## config.mk

```make
export PLATFORM = sky130hd
export DESIGN_NAME = rearrng_rd_ctrl
export DESIGN_NICKNAME = d
export VERILOG_FILES = /design/src/rtl/rearrng_pkg.sv /design/src/rtl/rearrng_skid_fifo.sv /design/src/rtl/rearrng_rd_ctrl.sv
export SDC_FILE = /design/constraint.sdc
export NUM_CORES = 1
export LEC_CHECK = 0
export BUFFER_PORTS_ARGS = -buffer_cell sky130_fd_sc_hd__buf_2
export CAP_MARGIN = 20
export CORE_ASPECT_RATIO = 0.7
export CORE_MARGIN = 3
export CORE_UTILIZATION = 30
export DETAILED_ROUTE_END_ITERATION = 8
export GPL_ROUTABILITY_DRIVEN = 0
export PLACE_DENSITY = 0.52
export SKIP_CTS_REPAIR_TIMING = 1
export SYNTH_ARGS = -nofsm -noshare
export SYNTH_HDL_FRONTEND = slang
export SYNTH_HIERARCHICAL = 1
export SYNTH_SLANG_ARGS = --single-unit
```

## constraint.sdc

```tcl
create_clock -name clk -period 3.58 [get_ports clk]
set_clock_uncertainty 0.2 [all_clocks]
set_input_delay 0.716 -clock clk [delete_from_list [all_inputs] [get_ports clk]]
set_output_delay 0.716 -clock clk [all_outputs]
set_load 0.02 [all_outputs]
```

## src/rtl/rearrng_pkg.sv

```systemverilog
// Shared types for the rearrange ping-pong buffer controllers: FSM states, address width, tagged sample.
package rearrng_pkg;

    localparam int DFLT_DATA_WIDTH = 32;
    localparam int DFLT_ROWW       = 3;
    localparam int DFLT_COLW       = 3;

    // Bank select sits above the row/col fields.
    function automatic int addr_width(input int roww, input int colw);
        return 1 + roww + colw;
    endfunction

    localparam int DFLT_ADDRW = addr_width(DFLT_ROWW, DFLT_COLW);

    typedef enum logic [1:0] {
        IDLE,
        READ,
        DRAIN,
        RELEASE
    } rd_state_t;

    typedef struct packed {
        logic tlast;
        logic tuser;
    } tag_t;

    typedef struct packed {
        logic [DFLT_DATA_WIDTH-1:0] tdata;
        logic                       tlast;
        logic                       tuser;
    } sample_t;

endpackage

```

## src/rtl/rearrng_skid_fifo.sv

```systemverilog
// Two-entry registered FIFO; dout is a register mux, so it carries no combinational path from pop.
// Push is accepted on any cycle, and the caller guarantees no push when full without a pop.
module rearrng_skid_fifo #(
    parameter int W = 34
) (
    input  logic         clk,
    input  logic         resetn,
    input  logic         push,
    input  logic [W-1:0] din,
    input  logic         pop,
    output logic [1:0]   count,
    output logic [W-1:0] dout
);

    logic [W-1:0] mem [0:1];
    logic         wr_ptr;
    logic         rd_ptr;

    always_ff @(posedge clk) begin
        if (!resetn) begin
            mem[0] <= '0;
            mem[1] <= '0;
            wr_ptr <= 1'b0;
            rd_ptr <= 1'b0;
            count  <= 2'd0;
        end else begin
            if (push) begin
                mem[wr_ptr] <= din;
                wr_ptr      <= ~wr_ptr;
            end
            if (pop) begin
                rd_ptr <= ~rd_ptr;
            end
            count <= count + {1'b0, push} - {1'b0, pop};
        end
    end

    assign dout = mem[rd_ptr];

endmodule

```

## src/rtl/rearrng_rd_ctrl.sv

```systemverilog
// Read side of the rearrange ping-pong buffer: drains a full bank column-major onto AXI4-Stream.
// Data appears 2 cycles after issue; reads throttle so occupancy plus in-flight never exceeds 2.
module rearrng_rd_ctrl
    import rearrng_pkg::*;
#(
    parameter int DATA_WIDTH = DFLT_DATA_WIDTH,
    parameter int ROWW       = DFLT_ROWW,
    parameter int COLW       = DFLT_COLW,
    parameter int ADDRW      = addr_width(ROWW, COLW)
) (
    input  logic                  clk,
    input  logic                  resetn,
    input  logic [1:0]            bank_rdy,
    output logic [1:0]            bank_done,
    output logic                  ram_enb,
    output logic [ADDRW-1:0]      ram_addrb,
    input  logic [DATA_WIDTH-1:0] ram_dob,
    output logic [DATA_WIDTH-1:0] m_axis_tdata,
    output logic                  m_axis_tvalid,
    input  logic                  m_axis_tready,
    output logic                  m_axis_tlast,
    output logic                  m_axis_tuser
);

    rd_state_t             state_q;
    rd_state_t             state_d;
    logic                  cur_bank_q;
    logic [ROWW-1:0]       row_q;
    logic [COLW-1:0]       col_q;
    logic                  inflight_q;
    tag_t                  tag_q;
    tag_t                  issue_tag;
    logic [ADDRW-1:0]      addr_q;
    logic [ADDRW-1:0]      cur_addr;
    logic [1:0]            occ;
    logic [DATA_WIDTH+1:0] fifo_dout;
    logic [2:0]            level;
    logic                  pop;
    logic                  issue;
    logic                  last_issue;
    logic                  drained;

    assign m_axis_tvalid = (occ != 2'd0);
    assign pop           = m_axis_tvalid & m_axis_tready;

    // Slots that will be committed after this cycle: buffered + arriving - leaving.
    assign level   = {1'b0, occ} + {2'b0, inflight_q} - {2'b0, pop};
    assign drained = !inflight_q && (occ == {1'b0, pop});

    assign cur_addr   = {cur_bank_q, row_q, col_q};
    assign issue_tag  = '{tlast: &row_q, tuser: (row_q == '0) && (col_q == '0)};
    assign last_issue = issue && (&row_q) && (&col_q);

    always_comb begin
        state_d   = state_q;
        issue     = 1'b0;
        bank_done = 2'b00;
        case (state_q)
            IDLE: begin
                if (bank_rdy[cur_bank_q]) begin
                    state_d = READ;
                end
            end
            READ: begin
                issue = (level < 3'd2);
                if (issue && (&row_q) && (&col_q)) begin
                    state_d = DRAIN;
                end
            end
            DRAIN: begin
                if (drained) begin
                    state_d = RELEASE;
                end
            end
            RELEASE: begin
                bank_done = cur_bank_q ? 2'b10 : 2'b01;
                state_d   = IDLE;
            end
            default: begin
                state_d = IDLE;
            end
        endcase
    end

    always_ff @(posedge clk) begin
        if (!resetn) begin
            state_q    <= IDLE;
            cur_bank_q <= 1'b0;
            row_q      <= '0;
            col_q      <= '0;
            inflight_q <= 1'b0;
            tag_q      <= '0;
            addr_q     <= '0;
        end else begin
            state_q    <= state_d;
            inflight_q <= issue;
            if (issue) begin
                tag_q  <= issue_tag;
                addr_q <= cur_addr;
                if (&row_q) begin
                    row_q <= '0;
                    col_q <= col_q + 1'b1;
                end else begin
                    row_q <= row_q + 1'b1;
                end
            end
            if (state_q == RELEASE) begin
                cur_bank_q <= ~cur_bank_q;
                row_q      <= '0;
                col_q      <= '0;
            end
        end
    end

    assign ram_enb   = issue;
    assign ram_addrb = issue ? cur_addr : addr_q;

    rearrng_skid_fifo #(
        .W (DATA_WIDTH + 2)
    ) u_skid (
        .clk    (clk),
        .resetn (resetn),
        .push   (inflight_q),
        .din    ({ram_dob, tag_q}),
        .pop    (pop),
        .count  (occ),
        .dout   (fifo_dout)
    );

    assign m_axis_tdata = fifo_dout[DATA_WIDTH+1:2];
    assign m_axis_tlast = fifo_dout[1];
    assign m_axis_tuser = fifo_dout[0];

endmodule

```

# Yosys cells after proc, flatten, opt, wreduce, memory -nomap -nowiden
# Memory sizes are Yosys's and may differ from the RTL's. A register that Yosys moved wholly into a read port is not among the register bits.
# Index checks and enable logic that the tools add are counted.
# totals
ff_bits	23
ramBits	68
out_inout_bits	45
n_memories	1
# op_classes
add_sub_neg	6
magnitude_cmp	2
eq_ne	7
n_mux	20
n_bitwise	5
n_reduce_logical	15
# mem_list
name	words	width	rd	rd_ports_with_merged_regs	wr	line_no	source
u_skid.mem	2	34	1	1	2	rearrng_skid_fifo.sv:15	logic [W-1:0] mem [0:1];
# ops
operator	count
$mux W34	1
$reduce_or A34 Y1	1
$mux W1	11
$mux W2	5
$reduce_and A3 Y1	3
$pmux W2 S4	1
$mux W7	1
$add A3 B1 Y3 const B	2
$logic_not A3 Y1	2
$ne A2 B2 Y1 const B	3
$eq A2 B2 Y1 const B	2
$logic_and A1 B1 Y1	4
$not A1 Y1	4
$reduce_and A4 Y1	1
$add A2 B1 Y3	1
$lt A3 B2 Y1 const B	1
$mux W3	1
$sub A3 B1 Y3	1
$add A2 B1 Y2	1
$eq A2 B1 Y1	1
$eq A2 B1 Y1 const B	1
$logic_not A2 Y1	1
$lt A1 B2 Y1 const B	1
$reduce_bool A2 Y1	1
4 further kinds	4

# Logic depth before layout (Yosys ltp)
# logic_depth
depth_word	8
mapped_depth	11

# Cells and area by module
# Netlist, hierarchy kept.
# modules_own_cells
module	n_inst	cells_per_inst	area_each_um2
rearrng_skid_fifo	1	240	3288.2
rearrng_rd_ctrl	1	98	1019.7

# Worst setup path after synthesis
# OpenSTA, ideal clock, no wires.
# synth_path
path_kind	reg-to-output
startpoint	reg u_skid.count[1]
endpoint	out ram_addrb[1]
arrival_time_ns	2.693
required_ns	2.664
setup_slack_ns	-0.029
stages_incl_launch_ff	11
n_path_buf	2
cell_sequence	dfxtp_1 -> or2_2 -> and2_1 -> ha_1 -> nand2b_1 -> fa_1 -> xnor2_1 -> and3_1 -> buf_6 -> buf_12 -> mux2_4
# synth_between
elab_chain_len	6
word_cells_on_any_way	7
# synth_lines
element	line_no	source
from (decl)	rearrng_skid_fifo.sv:11	output logic [1:0] count,
from (signal assigned)	rearrng_skid_fifo.sv:34	count <= count + {1'b0, push} - {1'b0, pop};
$reduce_bool A2 Y1	rearrng_rd_ctrl.sv:43	assign m_axis_tvalid = (occ != 2'd0);
named net m_axis_tvalid	rearrng_rd_ctrl.sv:19	output logic m_axis_tvalid,
$and A1 B1 Y1	rearrng_rd_ctrl.sv:44	assign pop = m_axis_tvalid & m_axis_tready;
named net pop	rearrng_rd_ctrl.sv:38	logic pop;
$sub A3 B1 Y3	rearrng_rd_ctrl.sv:47	assign level = {1'b0, occ} + {2'b0, inflight_q} - {2'b0, pop};
$lt A3 B2 Y1	rearrng_rd_ctrl.sv:65	issue = (level < 3'd2);
$mux W1	rearrng_rd_ctrl.sv:58	case (state_q)
named net ram_enb	rearrng_rd_ctrl.sv:15	output logic ram_enb,
$mux W7	n/a	
to (decl)	rearrng_rd_ctrl.sv:16	output logic [ADDRW-1:0] ram_addrb,
# The timed path passes the listed nets, and every way through them passes these cells.

# Final worst setup path
# layout_path
startpoint	reg u_skid.count[1]
endpoint	out ram_addrb[0]
# layout_between
elab_chain_len	6
word_cells_on_any_way	7
# layout_lines
element	line_no
$reduce_bool A2 Y1	rearrng_rd_ctrl.sv:43
$and A1 B1 Y1	rearrng_rd_ctrl.sv:44
named net pop	rearrng_rd_ctrl.sv:38
$sub A3 B1 Y3	rearrng_rd_ctrl.sv:47
$lt A3 B2 Y1	rearrng_rd_ctrl.sv:65
$mux W1	rearrng_rd_ctrl.sv:58
$mux W7	n/a
# The timed path passes the listed nets, and every way through them passes these cells.

==> impl_metrics.yaml <==
sta:
  worst_slack_ns: -0.0953
  worstMarginPinSlew_ns: 0.527
  setup_viol: 7
  rsz0062_at_grt: "true"
  fmax_ghz: 0.272
  slew_headroom: 0.649
  finalCritPeriodShare: 1.03
  min_period_ns: 3.68
  hold_ws_ns: 0.286
  final_hold_viol_count: 0
  tns_ns: -0.615
  drv_slew: 0
route:
  final_antenna_net_count: 0
  drc_errors: 0
  first_pass_iters: 4
  drt-total-wl_um: 9060
  vias: 2677
  drtIter0Drc: 118
  wl_per_cell_um: 14.6
  via_per_inst: 4.32
critical_path:
  worst_r2r_endpoint: "row_q[2]$_SDFFE_PP0P_"
  required_ns: 2.66
  criticalPathCategory: "reg2out"
  cp-end-kind: "output port"
  rr_startpoint: "u_skid/count[1]$_SDFF_PN0_"
  path_max_fanout: 3
  rrSetupSlack_ns: 0.68
  start_kind: "register"
  arrival_ns: 2.76
  crit_end: "ram_addrb[0]"
  critPathLaunch: "u_skid/count[1]$_SDFF_PN0_"
  reg2regPathDepth: 12
finish:
  layoutNonFillerInstCount: 619
  diodes: 0
  design_area_mm2: 0.00531
  syn2layout_area_growth_pct: 23.2
  finalNetCount: 480
  drive_gt1_frac: 0.392
run_status:
  violations: "negative setup slack"
  status: "finished with violations"
floorplanning:
  dieHeight_um: 106
  initial_utilization: 0.317
  design.core.area_mm2: 0.0136
  ios: 82
  die_area_mm2: 0.0159
  core.rowCount: 35
  die_w_um: 149
clock_network:
  clock_latency_ns: 0.33
  clk_pin_slew_ns: 0.07
  clkSinkCount: 92
  clock_path_buffers: 2
  numCtsBuffers: 9
  cts_root_buf: "clkbuf_16"
  h-tree-depth: 3
  tritoncts: "yes"
logic_synthesis:
  syn_nets: 389
  muxShareOfSynthArea: 0.156
  synth-compound-area-share: 0.00871
  seq_area_frac_synth: 0.586
  synthAdderAreaFrac: 0.0424
  yosysWarnings: 6
  netlist_instances: 338
  avgSynthCellArea_um2: 12.7
  synth_top_family_by_area: "multiplexers"
  synth_simple_gate_area_frac: 0.145
  synth_cell_types: 31
  synth_xor_area_frac: 0.0113
  yosys_register_bits: 92
  syn-cell-area_mm2: 0.00431
power:
  peakVddDrop_v: 0.000238
  power_density_mw_per_mm2: 689
  p_leak_nw: 2.20
grt:
  antenna_found_initial: 0
  grt_pass1_vias: 2787
  grt_start_max_net_pins: 41
  grt_overflow: 0
  grt_use_total: 0.118
  grt_first_pass_wirelength_um: 14200
placed_design:
  port-buffer-count: 81
  place_hpwl_um: 5810
  dp_cells: 597
  preCtsSetupSlack_ns: -0.238
  placed_area_mm2: 0.00487
hold_path:
  hold_depth: 2
  hold_class: "reg2reg"
run:
  drv_cap: 0
cell usage after synthesis:
master | count | area share
nand2b_1 | 5 | 0.0073
inv_1 | 9 | 0.0078
buf_4 | 1 | 0.0017
o21a_1 | 1 | 0.0017
xnor2_1 | 2 | 0.0041
buf_6 | 5 | 0.013
a222oi_1 | 1 | 0.0023
nand2_1 | 40 | 0.035
and3_1 | 2 | 0.0029
clkbuf_1 | 2 | 0.0017
mux2_4 | 32 | 0.11
buf_12 | 4 | 0.019
mux2_2 | 9 | 0.024
o21ai_0 | 1 | 0.0012
a21boi_0 | 2 | 0.0035
mux2i_1 | 9 | 0.021
and4_1 | 1 | 0.0020
xor2_1 | 1 | 0.0020
and2_4 | 1 | 0.0020
edfxtp_1 | 68 | 0.47
or2_2 | 1 | 0.0015
nand4_1 | 2 | 0.0029
or3b_2 | 1 | 0.0020
and2_1 | 12 | 0.017
ha_1 | 13 | 0.038
buf_2 | 7 | 0.0081
xnor3_1 | 1 | 0.0052
dfxtp_1 | 24 | 0.11
nor2_1 | 76 | 0.066
fa_1 | 1 | 0.0046
nor2b_1 | 4 | 0.0058
final cells by class:
class,instances,area [um^2]
clock inverters,6,41.3
fillers,1352,8270
multi-input cells,218,1630
well taps,185,231
flip-flops and latches,92,2530
repair buffers,99,614
inverters,9,33.8
clock buffers,10,229
where the power goes:
group	leakage (nW)	switching, mW	internal [mW]	total [mW]
registers	0.901	0.101	1.32	1.42
clock network	0.121	0.390	0.468	0.859
logic	1.18	0.693	0.687	1.38
critical path, cell delays in order (launching register included):
cell and delay (ns):
dfxtp_2 0.32, or2_4 0.24, and2_4 0.15, ha_4 0.21, nand2b_4 0.14, fa_2 0.58
and3_4 0.22, clkbuf_16 0.14, mux2_4 0.30, buf_6 0.13
metal layers:
layer	part of all wire	track usage	up-vias	routed length (um)
met2	0.45	0.183	67	4090
li1	-	-	1321	-
met4	0.014	0.0392	0	129
met5	0	0	-	0
met1	0.48	0.155	1281	4350
met3	0.054	0.0375	8	488
how the worst min path moves through the flow:
stage | end | slack, ns | startpoint
6_report | tag_q[0]$_SDFFE_PN0P_ | 0.29 | tag_q[0]$_SDFFE_PN0P_
5_1_grt | tag_q[0]$_SDFFE_PN0P_ | 0.31 | tag_q[0]$_SDFFE_PN0P_
4_1_cts | tag_q[0]$_SDFFE_PN0P_ | 0.29 | tag_q[0]$_SDFFE_PN0P_
3_5_place_dp | tag_q[0]$_SDFFE_PN0P_ | 0.28 | tag_q[0]$_SDFFE_PN0P_
3_3_place_gp | tag_q[0]$_SDFFE_PN0P_ | 0.27 | tag_q[0]$_SDFFE_PN0P_
2_1_floorplan | tag_q[0]$_SDFFE_PN0P_ | 0.25 | tag_q[0]$_SDFFE_PN0P_
cells in the final DEF, fill, tap and decap left out, drive strengths merged, types with 5 or more instances in the layout:
master,instances
edfxtp,68
dfxtp,24
clkbuf,11
ha,13
mux2i,9
and2,13
mux2,41
buf,98
nand2b,5
inv,9
nor2,76
nand2,40
through the flow:
step | util | total power, mW
after global routing | 0.391 | 3.87
after CTS | 0.379 | 3.57
after floorplan | - | 2.40
after detailed placement | 0.359 | 2.69
after global placement | 0.359 | 2.66
final | 0.391 | 3.66
cell families after synthesis:
group | after synthesis
mux | 50
simple gates | 145
fa+ha+maj | 14
buf+inv | 28
flops | 92
xor+xnor | 4
compound gates | 5
registers in the layout (all words and copies together) (netlist names), named ones only:
register / flops
cur_bank_q: 1
col_q: 3
u_skid/rd_ptr: 1
u_skid/mem: 68
u_skid/wr_ptr: 1
addr_q: 7
u_skid/count: 2
state_q: 2
row_q: 3
tag_q: 2
inflight_q: 1
Note: power is estimated with default switching activity, not from simulation.
